**src/rtl/irq_ack_sequencer.sv**
```systemverilog
// Interrupt acknowledge sequencer between a simple PIC and a CPU core.
// Serves edge-triggered NMI ahead of maskable INTR, pulses INTA and hands the vector over.
module irq_ack_sequencer #(
  parameter int unsigned ACK_WAIT     = 2,
  parameter int unsigned GUARD_CYCLES = 4
) (
  input  logic       clk,
  input  logic       reset,
  input  logic       intr,
  input  logic [7:0] irq_vector,
  output logic       inta,
  input  logic       nmi,
  input  logic       if_flag,
  input  logic       inst_boundary,
  output logic       int_pending,
  output logic       vector_valid,
  output logic [7:0] vector_out,
  input  logic       vector_ready
);

  localparam int unsigned CNT_W = 4;
  localparam int unsigned VEC_W = 8;
  localparam logic [VEC_W-1:0] NMI_VECTOR = VEC_W'(8'h02);
  localparam logic [CNT_W-1:0] ACK_LOAD   = CNT_W'(ACK_WAIT);
  localparam logic [CNT_W-1:0] GUARD_LOAD = CNT_W'(GUARD_CYCLES);
  localparam logic [CNT_W-1:0] CNT_ONE    = CNT_W'(1);

  typedef enum logic [2:0] {
    IDLE    = 3'd0,
    ACK     = 3'd1,
    WAIT    = 3'd2,
    PRESENT = 3'd3,
    GUARD   = 3'd4
  } state_e;

  state_e             state_q, state_d;
  logic [CNT_W-1:0]   cnt_q, cnt_d;
  logic               nmi_q, nmi_d;
  logic               nmi_pending_q, nmi_pending_d;
  logic               nmi_serving_q, nmi_serving_d;
  logic               inta_q, inta_d;
  logic               vector_valid_q, vector_valid_d;
  logic [VEC_W-1:0]   vector_out_q, vector_out_d;
  logic               nmi_set;
  logic               nmi_clr;

  // Next-state, counter, NMI latch and output computation
  always_comb begin
    state_d        = state_q;
    cnt_d          = cnt_q;
    nmi_d          = nmi;
    nmi_serving_d  = nmi_serving_q;
    vector_out_d   = vector_out_q;
    nmi_set        = nmi & ~nmi_q;
    nmi_clr        = 1'b0;

    case (state_q)
      IDLE: begin
        if (inst_boundary) begin
          if (nmi_pending_q) begin
            state_d       = PRESENT;
            vector_out_d  = NMI_VECTOR;
            nmi_serving_d = 1'b1;
          end else if (intr && if_flag) begin
            state_d       = ACK;
            nmi_serving_d = 1'b0;
          end
        end
      end
      ACK: begin
        state_d = WAIT;
        cnt_d   = ACK_LOAD;
      end
      WAIT: begin
        // intr is no longer consulted here: the PIC supplies a vector regardless
        cnt_d = cnt_q - CNT_ONE;
        if (cnt_q <= CNT_ONE) begin
          vector_out_d = irq_vector;
          state_d      = PRESENT;
        end
      end
      PRESENT: begin
        if (vector_ready) begin
          state_d = GUARD;
          cnt_d   = GUARD_LOAD;
          nmi_clr = nmi_serving_q;
        end
      end
      GUARD: begin
        cnt_d = cnt_q - CNT_ONE;
        if (cnt_q <= CNT_ONE) begin
          state_d = IDLE;
        end
      end
      default: begin
        state_d = IDLE;
      end
    endcase

    // A fresh edge wins over the clear of the NMI being handed off
    nmi_pending_d  = nmi_set | (nmi_pending_q & ~nmi_clr);
    inta_d         = (state_d == ACK);
    vector_valid_d = (state_d == PRESENT);
  end

  always_ff @(posedge clk) begin
    if (reset) begin
      state_q        <= IDLE;
      cnt_q          <= '0;
      nmi_q          <= 1'b0;
      nmi_pending_q  <= 1'b0;
      nmi_serving_q  <= 1'b0;
      inta_q         <= 1'b0;
      vector_valid_q <= 1'b0;
      vector_out_q   <= '0;
    end else begin
      state_q        <= state_d;
      cnt_q          <= cnt_d;
      nmi_q          <= nmi_d;
      nmi_pending_q  <= nmi_pending_d;
      nmi_serving_q  <= nmi_serving_d;
      inta_q         <= inta_d;
      vector_valid_q <= vector_valid_d;
      vector_out_q   <= vector_out_d;
    end
  end

  assign int_pending  = (state_q == IDLE) & (nmi_pending_q | (intr & if_flag));
  assign inta         = inta_q;
  assign vector_valid = vector_valid_q;
  assign vector_out   = vector_out_q;

endmodule

```
**config.mk**
```make
export PLATFORM = sky130hd
export DESIGN_NAME = irq_ack_sequencer
export DESIGN_NICKNAME = d
export VERILOG_FILES = /design/src/rtl/irq_ack_sequencer.sv
export SDC_FILE = /design/constraint.sdc
export NUM_CORES = 1
export LEC_CHECK = 0
export BUFFER_PORTS_ARGS = -buffer_cell sky130_fd_sc_hd__buf_2
export CAP_MARGIN = 30
export CORE_MARGIN = 1.5
export CORE_UTILIZATION = 54
export DETAILED_ROUTE_END_ITERATION = 8
export PLACE_DENSITY = 0.89
export SYNTH_ARGS = -nofsm -noshare
export SYNTH_HDL_FRONTEND = slang
export SYNTH_SLANG_ARGS = --single-unit
```
**constraint.sdc**
```tcl
create_clock -name clk -period 4.1 [get_ports clk]
set_input_delay 0.205 -clock clk [delete_from_list [all_inputs] [get_ports clk]]
set_output_delay 0.205 -clock clk [all_outputs]
set_load 0.05 [all_outputs]
```
==> run summary <==
Antenna violation net count after detailed routing = 0
Syn Area/Cell = 8.884 um^2
Status = finished, final reports clean
DR iter-0 viols = 22
Hold Buf Count CTS = 0
Finish-stage setup viols = 0
Clock transition at the registers of the reported paths = 0.12 ns
Nets = 152
Worst hold path type = input pin to flop
TritonCTS buffer count = 3
Post-synthesis sequential area ratio = 0.4097
Detail Placement HPWL = 1442 um
Worst Path Required = 3.89 ns
EDFF count, synth = 0
Top FF cell, synth = dfxtp_1
Sinks on Clock Net = 20
CP Capture Type = output pin
Post CTS Setup Buffer Count = 0
# resized after CTS = 0
Setup TNS = 0 ns
Final slew viol count = 0
Row count = 15
Hold Vio Cnt, Final = 0
Die Span Y = 45.54 um
PortBufs = 25
Netlist Area Pre-Place = 977.2 um^2
Clk_lat worst skew = 0.31 ns
Yosys Warn Count = 0
Unrepaired setup endpoints after global routing = false
CP max stage delay = 0.47 ns
Startpoint types = flop
Cell area power density = 455.7 nW/um^2
First-pass GRT wire length = 3318 um
Syn Nets = 127
Crit-path slowest cell = dfxtp_1
Final WL = 2064 um
Routability cong. = 0.8537
Crit path kind = flop to output pin
Relative slew slack = 0.6827
IO Pins = 26
Root buf cell = clkbuf_4
DRT Pass-1 Iters = 4
Pin slew with the least headroom to its limit = 0.4753 ns
Commonest non-fill, non-tap cell in the layout = buf_2
Core area = 1708 um^2
Peak VDD IR = 0.2397 mV
Clk_skew = 0.002787 ns
Post-Place Cells = 155
DRC viols = 0
Layout Cells excl Fill = 159
Initial antenna violation count = 0
WP data arrival = 1.57 ns
Gate count after technology mapping = 110
Ant. Diodes = 0
H-tree levels = 1
Final core utilization = 0.6652
Die area = 2074 um^2
Synthesized flop and latch total = 20
Total number of vias = 887
Total Power = 517.7 uW
Max_cap viols = 0
Congestion Overflow GR = 0
Most frequent cells in the layout = buf_2, dfxtp_1, nand2_1
Vias per inst = 5.579
Ys async rst share = 0
Min Clock Period, post-route = 1.771 ns
Pin count of the biggest net entering global routing = 21
Layout cells sized above 1 = 0.2687
Final worst-path cycle share = 0.4319
Area Overhead vs Synth = 16.26%
TritonCTS clock tree = yes
Starting Density = 0.5722
Global Route Usage Sum = 0.2223
Standby leakage power = 0.4754 nW
Critical Path, Cell by Cell = nor3_1 -> nor2b_1 -> buf_2
Vias in the first global route = 826
Wirelength per Cell = 12.98 um
DIE WIDTH = 45.54 um
CTS max path bufs = 2
Post-synth cell types = 32
Fmax = 564.8 MHz
CP Max Fanout = 13
area by class of cell:
type                    instances  area [um^2]
well taps                      25        31.28
inverters                       5        18.77
multi-input cells              80        524.3
clock buffers                   4        36.28
repair buffers                 25        125.1
fillers                       136        571.8
flip-flops and latches         20        400.4
final timing paths:
kind	from	end	slack, ns	cells after the start
min reg2reg	nmi_serving_q$_SDFFE_PP0P_	nmi_serving_q$_SDFFE_PP0P_	0.48	2
max	state_q[0]$_SDFF_PP0_	int_pending	2.33	3
min	nmi	nmi_q$_SDFF_PP0_	0.11	2
max reg2reg	cnt_q[0]$_SDFFE_PP0P_	inta$_SDFF_PP0_	2.50	5
flip-flops by register name, summed over array words and instances, names as in the netlist:
register       count
inta               1
state_q            3
nmi_q              1
vector_valid       1
cnt_q              4
nmi_serving_q      1
vector_out         8
nmi_pending_q      1
metrics by stage:
| step | hold WS (ns) | worst slack (ns) | cell area, um^2 |
|---|---|---|---|
| global placement | 0.4352 | 2.612 | 1100 |
| CTS | 0.1102 | 2.331 | 1136 |
| floorplan | 0.2849 | 2.476 | 977.2 |
| detailed placement | 0.4397 | 2.544 | 1100 |
| finish | 0.1141 | 2.329 | 1136 |
| global route | 0.1247 | 2.170 | 1136 |
cells in the mapped netlist, types with 2 or more instances:
library cell,count,area share
dfxtp_1,20,0.41
nand2_1,12,0.046
nand2b_1,10,0.064
a21oi_1,8,0.041
mux2i_1,7,0.072
nor2_1,7,0.027
o21ai_0,5,0.026
inv_1,4,0.015
nor2b_1,4,0.026
nor3_1,4,0.020
a2111oi_2,3,0.046
nand3_1,3,0.015
buf_4,2,0.015
clkbuf_1,2,0.0077
ha_1,2,0.026
layer usage:
layer	routed length [um]	share of wire	track usage	vias up
met3	93	0.045	0.02778	4
li1	-	-	-	427
met4	30	0.015	0.1647	0
met5	0	0	0	-
met1	902	0.44	0.2850	423
met2	1037	0.50	0.3380	33
cells by family after synthesis:
group / share of synthesized area
simple gates: 0.2689
compound gates: 0.1524
flops: 0.4097
buf+inv: 0.05377
mux: 0.07171
xor+xnor: 0.01793
fa+ha+maj: 0.02560
critical path, delay by kind of cell, from the launching register on:
kind | cells | cell delay (ns)
buffers and inverters | 1 | 0.27
AND/OR/NAND/NOR | 2 | 0.51
flip-flops | 1 | 0.47
report_power, final:
| group | switching [mW] | internal (mW) | total [mW] | leakage (nW) |
|---|---|---|---|---|
| clock | 0.0643 | 0.0543 | 0.119 | 0.0210 |
| sequential | 0.0217 | 0.214 | 0.236 | 0.163 |
| combinational | 0.103 | 0.0601 | 0.163 | 0.291 |
| total | 0.189 | 0.329 | 0.518 | 0.475 |
(Power assumes the default switching activity.)
